<file path="config.mk">
export PLATFORM = sky130hd
export DESIGN_NAME = adxl345_spi_responder
export DESIGN_NICKNAME = d
export VERILOG_FILES = /design/src/rtl/adxl345_pkg.sv /design/src/rtl/adxl345_spi_sync_edge.sv /design/src/rtl/adxl345_spi_responder.sv
export SDC_FILE = /design/constraint.sdc
export NUM_CORES = 1
export LEC_CHECK = 0
export ABC_AREA = 0
export CAP_MARGIN = 20
export CORE_MARGIN = 1
export CORE_UTILIZATION = 45
export CTS_CLUSTER_DIAMETER = 30
export DETAILED_ROUTE_END_ITERATION = 8
export SLEW_MARGIN = 20
export SYNTH_ARGS = -nofsm -noshare
export SYNTH_HDL_FRONTEND = slang
export SYNTH_SLANG_ARGS = --single-unit
</file>
<file path="constraint.sdc">
create_clock -name clk -period 13.05 [get_ports clk]
set_input_delay 1.305 -clock clk [delete_from_list [all_inputs] [get_ports clk]]
set_output_delay 1.305 -clock clk [all_outputs]
set_load 0.03 [all_outputs]
</file>
<file path="src/rtl/adxl345_pkg.sv">
// Shared ADXL345 SPI definitions: register map, bit indices, FSM states.
// Used by both the responder and the master side.
package adxl345_pkg;

  localparam logic [5:0] ADDR_DEVID       = 6'h00;
  localparam logic [5:0] ADDR_BW_RATE     = 6'h2C;
  localparam logic [5:0] ADDR_POWER_CTL   = 6'h2D;
  localparam logic [5:0] ADDR_INT_ENABLE  = 6'h2E;
  localparam logic [5:0] ADDR_INT_MAP     = 6'h2F;
  localparam logic [5:0] ADDR_INT_SOURCE  = 6'h30;
  localparam logic [5:0] ADDR_DATA_FORMAT = 6'h31;
  localparam logic [5:0] ADDR_DATAX0      = 6'h32;
  localparam logic [5:0] ADDR_DATAX1      = 6'h33;
  localparam logic [5:0] ADDR_DATAY0      = 6'h34;
  localparam logic [5:0] ADDR_DATAY1      = 6'h35;
  localparam logic [5:0] ADDR_DATAZ0      = 6'h36;
  localparam logic [5:0] ADDR_DATAZ1      = 6'h37;

  localparam int PWR_MEASURE    = 3;
  localparam int INT_DATA_READY = 7;
  localparam int FMT_INT_INVERT = 5;
  localparam int FMT_SPI        = 6;

  typedef enum logic [1:0] {
    IDLE,
    CMD,
    READ,
    WRITE
  } resp_state_t;

  function automatic logic [15:0] sext10(
    input logic [9:0] v
  );
    return {{6{v[9]}}, v};
  endfunction

endpackage

</file>
<file path="src/rtl/adxl345_spi_sync_edge.sv">
// Synchronizers for the SPI pads plus edge pulses on sclk and cs_n.
module adxl345_spi_sync_edge #(
  parameter int SYNC_STAGES = 2
) (
  input  logic clk,
  input  logic rst,
  input  logic sclk_i,
  input  logic cs_n_i,
  input  logic sdio_i,
  output logic sclk_rise_o,
  output logic sclk_fall_o,
  output logic cs_fall_o,
  output logic cs_rise_o,
  output logic sdio_o
);

  logic [SYNC_STAGES-1:0] sclk_q;
  logic [SYNC_STAGES-1:0] cs_q;
  logic [SYNC_STAGES-1:0] sdio_q;
  logic                   sclk_prev_q;
  logic                   cs_prev_q;
  logic                   sclk_s;
  logic                   cs_s;

  assign sclk_s = sclk_q[SYNC_STAGES-1];
  assign cs_s   = cs_q[SYNC_STAGES-1];

  // Idle-high reset values keep CPOL=1 sclk and cs_n from faking an edge.
  always_ff @(posedge clk or posedge rst) begin
    if (rst) begin
      sclk_q      <= '1;
      cs_q        <= '1;
      sdio_q      <= '0;
      sclk_prev_q <= 1'b1;
      cs_prev_q   <= 1'b1;
    end else begin
      sclk_q      <= {sclk_q[SYNC_STAGES-2:0], sclk_i};
      cs_q        <= {cs_q[SYNC_STAGES-2:0], cs_n_i};
      sdio_q      <= {sdio_q[SYNC_STAGES-2:0], sdio_i};
      sclk_prev_q <= sclk_s;
      cs_prev_q   <= cs_s;
    end
  end

  assign sclk_rise_o = sclk_s & ~sclk_prev_q;
  assign sclk_fall_o = ~sclk_s & sclk_prev_q;
  assign cs_fall_o   = ~cs_s & cs_prev_q;
  assign cs_rise_o   = cs_s & ~cs_prev_q;
  assign sdio_o      = sdio_q[SYNC_STAGES-1];

endmodule

</file>
<file path="src/rtl/adxl345_spi_responder.sv">
// ADXL345 3-wire SPI slave model: register file, axis samples, INT1.
// ADXL345_RESP_4WIRE_EN adds 4-wire read-out on sdo (DATA_FORMAT[6]=0).
module adxl345_spi_responder
  import adxl345_pkg::*;
#(
  parameter int         SYNC_STAGES = 2,
  parameter logic [7:0] DEVID_VAL   = 8'hE5,
  parameter logic [7:0] BW_RATE_RST = 8'h0A
) (
  input  logic       clk,
  input  logic       rst,
  input  logic       sclk,
  input  logic       cs_n,
  input  logic       sdio_i,
  output logic       sdio_o,
  output logic       sdio_oe,
  output logic       sdo,
  output logic       int1,
  input  logic [9:0] x_in,
  input  logic [9:0] y_in,
  input  logic [9:0] z_in,
  input  logic       sample_valid
);

  resp_state_t     state_q, state_d;
  logic            sck_r, sck_f, cs_f, cs_r, sdi;
  logic [2:0]      bit_cnt_q;
  logic [6:0]      rx_q;
  logic [7:0]      rx_byte;
  logic            byte_done;
  logic            mb_q, done_q;
  logic [5:0]      addr_q;
  logic [7:0]      tx_q;
  logic [5:0][7:0] snap_q;
  logic [47:0]     live;
  logic [7:0]      bw_q, pwr_q, ie_q, map_q, fmt_q;
  logic [9:0]      x_q, y_q, z_q;
  logic            drdy_q, int1_q;
  logic            sdio_o_q, sdio_oe_q;
  logic [5:0]      rd_addr;
  logic [2:0]      rd_idx;
  logic [7:0]      rd_data;
  logic            wr_en, smp, drdy_clr, four_wire;

  adxl345_spi_sync_edge #(
    .SYNC_STAGES(SYNC_STAGES)
  ) u_sync (
    .clk        (clk),
    .rst        (rst),
    .sclk_i     (sclk),
    .cs_n_i     (cs_n),
    .sdio_i     (sdio_i),
    .sclk_rise_o(sck_r),
    .sclk_fall_o(sck_f),
    .cs_fall_o  (cs_f),
    .cs_rise_o  (cs_r),
    .sdio_o     (sdi)
  );

  assign rx_byte   = {rx_q, sdi};
  assign byte_done = sck_r & (bit_cnt_q == 3'd7);
  assign live      = {sext10(z_q), sext10(y_q), sext10(x_q)};
  assign wr_en     = (state_q == WRITE) & byte_done & ~done_q;
  assign smp       = sample_valid & pwr_q[PWR_MEASURE];
  assign drdy_clr  = (state_q == READ) & byte_done & ~done_q
                   & (addr_q == ADDR_DATAZ1);

`ifdef ADXL345_RESP_4WIRE_EN
  logic sdo_q;
  assign four_wire = ~fmt_q[FMT_SPI];
  always_ff @(posedge clk or posedge rst) begin
    if (rst) sdo_q <= 1'b0;
    else if (cs_r) sdo_q <= 1'b0;
    else if (state_q == READ && sck_f && four_wire) sdo_q <= tx_q[7];
  end
  assign sdo = sdo_q;
`else
  assign four_wire = 1'b0;
  assign sdo       = 1'b0;
`endif

  always_ff @(posedge clk or posedge rst) begin
    if (rst) state_q <= IDLE;
    else     state_q <= state_d;
  end

  always_comb begin
    state_d = state_q;
    unique case (state_q)
      IDLE:        if (cs_f) state_d = CMD;
      CMD:         if (byte_done) state_d = rx_byte[7] ? READ : WRITE;
      READ, WRITE: ;
    endcase
    if (cs_r) state_d = IDLE;
  end

  // Preload target: command address, or the next address of a burst.
  always_comb begin
    rd_addr = (state_q == CMD) ? rx_byte[5:0] : addr_q + 6'd1;
    rd_idx  = 3'(rd_addr - ADDR_DATAX0);
    rd_data = 8'h00;
    case (rd_addr)
      ADDR_DEVID:       rd_data = DEVID_VAL;
      ADDR_BW_RATE:     rd_data = bw_q;
      ADDR_POWER_CTL:   rd_data = pwr_q;
      ADDR_INT_ENABLE:  rd_data = ie_q;
      ADDR_INT_MAP:     rd_data = map_q;
      ADDR_INT_SOURCE:  rd_data = {drdy_q, 7'b0};
      ADDR_DATA_FORMAT: rd_data = fmt_q;
      ADDR_DATAX0, ADDR_DATAX1, ADDR_DATAY0,
      ADDR_DATAY1, ADDR_DATAZ0, ADDR_DATAZ1:
        rd_data = snap_q[rd_idx];
      default: ;
    endcase
  end

  always_ff @(posedge clk or posedge rst) begin
    if (rst) begin
      bit_cnt_q <= '0;
      rx_q      <= '0;
      mb_q      <= 1'b0;
      done_q    <= 1'b0;
      addr_q    <= '0;
      tx_q      <= '0;
      snap_q    <= '0;
      sdio_o_q  <= 1'b0;
      sdio_oe_q <= 1'b0;
    end else begin
      if (sck_r) begin
        rx_q      <= rx_byte[6:0];
        bit_cnt_q <= bit_cnt_q + 3'd1;
      end
      unique case (state_q)
        IDLE: if (cs_f) begin
          bit_cnt_q <= '0;
          snap_q    <= live;
        end
        CMD: if (byte_done) begin
          mb_q   <= rx_byte[6];
          addr_q <= rx_byte[5:0];
          tx_q   <= rd_data;
          done_q <= 1'b0;
        end
        READ: begin
          if (sck_f) begin
            tx_q <= {tx_q[6:0], 1'b0};
            if (!four_wire) begin
              sdio_oe_q <= 1'b1;
              sdio_o_q  <= tx_q[7];
            end
          end
          if (byte_done) begin
            tx_q <= mb_q ? rd_data : 8'h00;
            if (mb_q) addr_q <= addr_q + 6'd1;
            else      done_q <= 1'b1;
          end
        end
        WRITE: if (byte_done) begin
          if (mb_q) addr_q <= addr_q + 6'd1;
          else      done_q <= 1'b1;
        end
      endcase
      if (cs_r) begin
        sdio_oe_q <= 1'b0;
        sdio_o_q  <= 1'b0;
      end
    end
  end

  always_ff @(posedge clk or posedge rst) begin
    if (rst) begin
      bw_q   <= BW_RATE_RST;
      pwr_q  <= '0;
      ie_q   <= '0;
      map_q  <= '0;
      fmt_q  <= '0;
      x_q    <= '0;
      y_q    <= '0;
      z_q    <= '0;
      drdy_q <= 1'b0;
      int1_q <= 1'b0;
    end else begin
      if (wr_en) begin
        case (addr_q)
          ADDR_BW_RATE:     bw_q  <= rx_byte;
          ADDR_POWER_CTL:   pwr_q <= rx_byte;
          ADDR_INT_ENABLE:  ie_q  <= rx_byte;
          ADDR_INT_MAP:     map_q <= rx_byte;
          ADDR_DATA_FORMAT: fmt_q <= rx_byte;
          default: ;
        endcase
      end
      // A new sample beats a same-cycle read-out clear.
      if (smp) begin
        x_q    <= x_in;
        y_q    <= y_in;
        z_q    <= z_in;
        drdy_q <= 1'b1;
      end else if (drdy_clr) begin
        drdy_q <= 1'b0;
      end
      int1_q <= (drdy_q & ie_q[INT_DATA_READY] & ~map_q[INT_DATA_READY])
              ^ fmt_q[FMT_INT_INVERT];
    end
  end

  assign sdio_o  = sdio_o_q;
  assign sdio_oe = sdio_oe_q;
  assign int1    = int1_q;

endmodule

</file>
==> results of run 1 <==
-- Yosys cell counts (all sizes together) (2+ instances only) --
master    n
o22ai     3
a22oi     8
o211ai    6
clkbuf   15
or4b      2
nand2    42
nand2b    2
nor2     34
dfstp     8
ha        8
buf      13
a221oi    3
inv       9
a31o      3
dfrtp   132
nand4b    2
nor3b     5
o31ai     3
xnor2     4
mux2    108
o21a      4
o21ai    20
a221o     2
o221a     4
mux2i    20
a21o      5
nand3    13
o32ai     2
a31oi     3
nand3b    2
a21oi    22
and3      3
nor2b     2
nand4     4
o211a     2
nor3      5
and2      2
-- per-layer routing --
layer / up-vias / track usage (%) / wire [µm]
li1: 2031 / - / -
met1: 2179 / 27.1 / 6380
met2: 93 / 33.7 / 6880
met3: 27 / 5.40 / 767
met4: 0 / 9.56 / 329
met5: - / 0 / 0
-- registers in the layout, indices dropped and copies added (netlist names), 2 cells and up --
register	flops
snap_q	30
x_q	10
y_q	10
z_q	10
bw_q	8
fmt_q	8
ie_q	8
map_q	8
pwr_q	8
tx_q	8
rx_q	7
addr_q	6
bit_cnt_q	3
state_q	2
u_sync.cs_q	2
u_sync.sclk_q	2
u_sync.sdio_q	2
-- cell type report --
type / instances / share of cell area, %
sequential: 140 / 45.1
multi-input combinational: 362 / 37.7
clock buffer: 21 / 5.91
timing repair buffer: 44 / 5.46
tap: 180 / 2.89
clock inverter: 11 / 2.44
inverter: 9 / 0.498
-- metrics by stage --
stage	utilization (%)	power, mW	setup WS, ps	cells
finish	55.2	1.28	9920	767
global route	55.2	1.34	9700	767
CTS	55.2	1.29	9950	767
detailed placement	50.6	0.760	9800	735
global placement	50.6	0.750	9820	735
floorplan	-	0.688	8010	539
-- power by group --
| group | internal, mW | total [mW] | switching, mW |
|---|---|---|---|
| combinational | 0.0974 | 0.223 | 0.125 |
| clock | 0.349 | 0.532 | 0.184 |
| sequential | 0.467 | 0.530 | 0.0626 |
-- worst min-delay path by stage --
stage,to,slack (ps),cells past startpoint
after floorplan,u_sync.sdio_q[1]$_DFF_PP0_,330,0
after global placement,u_sync.cs_q[1]$_DFF_PP1_,350,0
after detailed placement,u_sync.sdio_q[1]$_DFF_PP0_,340,0
after CTS,u_sync.sdio_q[1]$_DFF_PP0_,360,0
after global routing,u_sync.sdio_q[1]$_DFF_PP0_,360,0
final,u_sync.sdio_q[1]$_DFF_PP0_,350,0
-- cell families (layout without fill, tap and decap cells) --
kind of cell | Yosys count | in the layout | share of synthesized area [%]
AO/OA/AOI/OAI | 96 | 96 | 10.8
AND/OR/NAND/NOR | 124 | 124 | 9.53
buffers and inverters | 37 | 85 | 2.46
adder cells (fa/ha/maj) | 8 | 8 | 1.52
other | 1 | 1 | 0.0568
flip-flops | 140 | 140 | 53.2
XOR/XNOR | 5 | 5 | 0.777
multiplexers | 128 | 128 | 21.7
-- critical path, delay by kind of cell (launching register included) --
| family | cells | cell delay [ps] |
|---|---|---|
| simple gates | 2 | 950 |
| flops | 1 | 670 |
| compound gates | 5 | 1430 |
==> results_dict.tcl, run 1 <==
set metrics [dict create \
    outcome "complete, no violations" \
    cap_violations 0 \
    synth_edf_count 0 \
    cp.required_ps 13420 \
    drive_gt1_share_pct 30.2 \
    cts_buffer_depth 2 \
    final-seq-area_um2 3510 \
    grt_pass1_vias 4455 \
    rr_startpoint "state_q[1]$_DFFE_PP0P_" \
    worst-r2r-setup-slack_ps 9920 \
    post_cts_buffers 0 \
    slew_violations 0 \
    htree_levels 4 \
    syn_inst 539 \
    syn_area_um2 6610 \
    post_drt_wl_per_cell_um 18.7 \
    synth_nets 583 \
    crit_path_start_kind "register" \
    crit_path_end_kind "register" \
    leakagePower_nw 3.65 \
    cp-endpoint "tx_q[2]$_DFFE_PP0P_" \
    slew_headroom_pct 32.7 \
    final_common_cell "dfrtp_1" \
    cts_root_buf "clkbuf_16" \
    io_buffers 38 \
    n_fill_cell 1217 \
    antenna_found_initial 0 \
    ys_seq_area_share_pct 53.2 \
    slowest_stage "nor2b_1" \
    cpMostUsedCell "o21a_1" \
    wl_um 14400 \
    grt_setup_unrepaired "no" \
    hp-start "u_sync.sdio_q[0]$_DFF_PP0_" \
    fin_nets 618 \
    die_area_um2 15200 \
    ys_dominant_reg_cell "dfrtp_1" \
    drtAntennaViolNets 0 \
    startpoint "state_q[1]$_DFFE_PP0P_" \
    dp_hpwl_um 9760 \
    die_h_um 123 \
    fp.coreArea_um2 14100 \
    multi_input_area_um2 2930 \
    hold_viol_final 0 \
    power.density_nw_per_um2 165 \
    cts_hold_buf 0 \
    remaining_drc_errors 0 \
    drt-initial-drc-count 313 \
    period_share_pct 24.0 \
    viasPerCell 5.65 \
    vias 4330 \
    clk_pin_slew_ps 60 \
    diodes 0 \
    worstMarginPinSlew_ps 1010 \
    grt_use_total_pct 21.1 \
    yosysWarnings 0 \
    path_cells "nor2b_1 > nand4b_1 > o21a_1 > a2111oi_4 > o31ai_4 > a31oi_1 > o21a_1" \
    setup_viol 0 \
    ioPinCount 40 \
    synth_top_area_share_pct 50.0 \
    cpPeakStageDelay_ps 780 \
    vdd.ir_drop.worst_uv 100 \
    yosysUniqueCellTypes 67 \
    r2r_end "tx_q[2]$_DFFE_PP0P_" \
    place_congestion 0.853 \
    clkLatencyLatePin_ps 420 \
    yosysTopAreaCell "dfrtp_1" \
    die_w_um 123 \
    fin_worst_skew_ps 7.52 \
    firstDrtPassIters 5 \
    clock-sinks 140 \
    finalHoldWorstSlack_ps 354 \
    crit_type "register to register" \
    grt_pass1_wl_um 23700 \
    syn2layout_area_growth_pct 17.9 \
    cp_max_fo 25 \
    setup_tns_ps 0 \
    grt_max_degree 80 \
    dpl_cell_area_um2 7140 \
    cts_resized 0 \
    synthArstFlopShare_pct 100 \
    cts_tree "yes" \
    fin_area_um2 7790 \
    start_util_pct 46.9 \
    min_period_ps 3130 \
    mostFrequentLayoutCells "132 x dfrtp_1, 108 x mux2_2, 42 x nand2_1" \
    core.rowCount 43 \
    cts_made_buffers 17 \
    cp.arrival_ps 3500 \
    synthTopCellsByArea "dfrtp_1 50%, mux2_2 18%, dfstp_2 3.2%" \
    overflow 0 \
    holdCritPathClass "register to register" \
    reg2reg_depth 7 \
    synth_seq_cells 140 \
    max_freq_ghz 0.320 \
    synth_area_per_cell_um2 12.3 \
]
No activity file was read; power rests on OpenSTA's default activity.
==> inputs of run 2 (changes only) <==
--- a/config.mk
+++ b/config.mk
@@ -11,6 +11,7 @@
 export CORE_UTILIZATION = 45
 export CTS_CLUSTER_DIAMETER = 30
 export DETAILED_ROUTE_END_ITERATION = 8
+export PLACE_DENSITY = 0.66
 export SLEW_MARGIN = 20
 export SYNTH_ARGS = -nofsm -noshare
 export SYNTH_HDL_FRONTEND = slang
==> constraint.sdc (replaced) <==
create_clock -name clk -period 2.7 [get_ports clk]
set_input_delay 0.27 -clock clk [delete_from_list [all_inputs] [get_ports clk]]
set_output_delay 0.27 -clock clk [all_outputs]
set_load 0.03 [all_outputs]
==> run 2 against run 1 <==
Combinational power grew to 5.6 times the previous value. Via count is 2.2% higher. Sequential cell count did not move. First-iteration DRC count shrank 20%. Maximum frequency rose by 22%. Worst hold slack got worse by 100 ps. Largest power group is now registers. Clock skew grew 1.7 ps. Utilization grew 1.3 points. Highest routed layer unchanged.
==> results_dict.tcl, run 2 (synthesis results as in run 1) <==
set metrics [dict create \
    finalHoldWorstSlack_ps 253 \
    grt_pass1_wl_um 24500 \
    ioPinCount 40 \
    fin_worst_skew_ps 9.19 \
    die_h_um 123 \
    worstMarginPinSlew_ps 595 \
    cp_max_fo 8 \
    grt_max_degree 50 \
    slew_headroom_pct 60.3 \
    pwr-share-comb_pct 20.4 \
    grt_use_met3_pct 4.75 \
    cts_root_buf "clkbuf_16" \
    cts_buffer_depth 2 \
    vias 4426 \
    htree_levels 4 \
    cap_violations 0 \
    final_common_cell "dfrtp_1" \
    max_freq_ghz 0.390 \
    p_clk_share_pct 38.1 \
    worst-r2r-setup-slack_ps 130 \
    remaining_drc_errors 0 \
    fin_area_um2 7970 \
    die_w_um 123 \
    overflow 0 \
    clkLatencyLatePin_ps 430 \
    dpl_cell_area_um2 7330 \
    setup_viol 0 \
    vdd.ir_drop.worst_uv 420 \
    grt_setup_unrepaired "yes" \
    fin_nets 642 \
    hold_viol_final 0 \
    crit_type "register to register" \
    largest_reg_flops 30 \
    cts_made_buffers 17 \
    startpoint "bit_cnt_q[0]$_DFF_PP0_" \
    power.density_nw_per_um2 763 \
    syn2layout_area_growth_pct 20.7 \
    drive_gt1_share_pct 34.1 \
    dp_hpwl_um 10300 \
    wl_um 14600 \
    grt_use_met2_pct 35.8 \
    p_sw_share_pct 29.9 \
    seq_power_share_pct 41.6 \
    post_drt_wl_per_cell_um 18.5 \
    diodes 0 \
    r2r_end "map_q[0]$_DFFE_PP0P_" \
    outcome "complete, no violations" \
    clk_pin_slew_ps 60 \
    mostFrequentLayoutCells "130 x dfrtp_1, 108 x mux2_2, 42 x nand2_1" \
    cp.required_ps 3010 \
    core.rowCount 43 \
    antenna_found_initial 0 \
    grt_use_total_pct 21.7 \
    place_congestion 0.891 \
    die_area_um2 15200 \
    crit_path_end_kind "register" \
    slew_violations 0 \
    cp-endpoint "map_q[0]$_DFFE_PP0P_" \
    start_util_pct 46.9 \
    power.switching_mw 1.82 \
    holdCritPathClass "input port to register" \
    clock-sinks 140 \
    hp-start "sclk" \
    min_period_ps 2570 \
    grt_pass1_vias 4671 \
    viasPerCell 5.60 \
    drt-initial-drc-count 249 \
    use_met1_pct 27.1 \
    fp.coreArea_um2 14100 \
    top_usage_layer "met2" \
    p_int_mw 4.27 \
    cp.arrival_ps 2870 \
    max_flop_register "snap_q" \
    io_buffers 38 \
    rr_startpoint "bit_cnt_q[0]$_DFF_PP0_" \
    crit_path_start_kind "register" \
    period_share_pct 95.0 \
    reg2reg_depth 7 \
    firstDrtPassIters 4 \
    leakagePower_nw 3.74 \
    cts_tree "yes" \
    drtAntennaViolNets 0 \
]
run 2: repair_timing:
action	in CTS	in global routing
setup endpoints to repair	1	20
resized for setup	1	7
buffers inserted	0	2
hold endpoints to repair	0	0
hold buffers	0	0
pin swaps	0	0
run 2: metal layers:
metal	vias up	part of all wire (%)
met5	-	0
met3	30	4.5
met2	108	49
li1	2076	-
met1	2212	44
met4	0	2.5
run 2: how the worst min path moves through the flow:
stage                                       to  slack [ps]  cells after the start
CTS                 u_sync.sclk_q[0]$_DFF_PP1_         240                      1
global placement      u_sync.cs_q[1]$_DFF_PP1_         350                      0
floorplan             u_sync.cs_q[0]$_DFF_PP1_         270                      0
global route        u_sync.sclk_q[0]$_DFF_PP1_         250                      1
finish              u_sync.sclk_q[0]$_DFF_PP1_         250                      1
detailed placement  u_sync.sdio_q[1]$_DFF_PP0_         340                      0
run 2: per-stage QoR:
stage               total power, mW  setup TNS, ps  worst slack, ps  instances  utilization (%)
finish                         6.08              0              134        790             56.6
detailed placement             3.76              0             6.61        757             52.0
CTS                            6.10              0            0.121        788             56.2
global route                   6.36           -745            -63.5        790             56.6
floorplan                      3.33              0              191        539                -
global placement               3.71              0              159        757             52.0
run 2: power groups by stage:
stage / Sequential [mW] / Combinational (mW) / Clock, mW
after detailed placement: 2.55 / 1.21 / 0
final: 2.53 / 1.24 / 2.32
after floorplan: 2.40 / 0.930 / 0
after CTS: 2.51 / 1.22 / 2.37
after global routing: 2.56 / 1.36 / 2.45
after global placement: 2.54 / 1.17 / 0
run 2: worst max-delay path, cell delays in order (launching register included):
cell and delay [ps]:
dfrtp_1 360, ha_1 160, ha_1 180, and3b_1 340
nand4_1 160, nor3_1 410, nand2_1 440, mux2_2 400
run 2: final cells by class:
cell class                 instances  area [µm²]
tap                              180         225
multi-input combinational        362        2970
clock buffer                      21         480
clock inverter                    10         114
inverter                           9        37.5
sequential                       140        3520
timing repair buffer              68         631
fill                            1228        6120
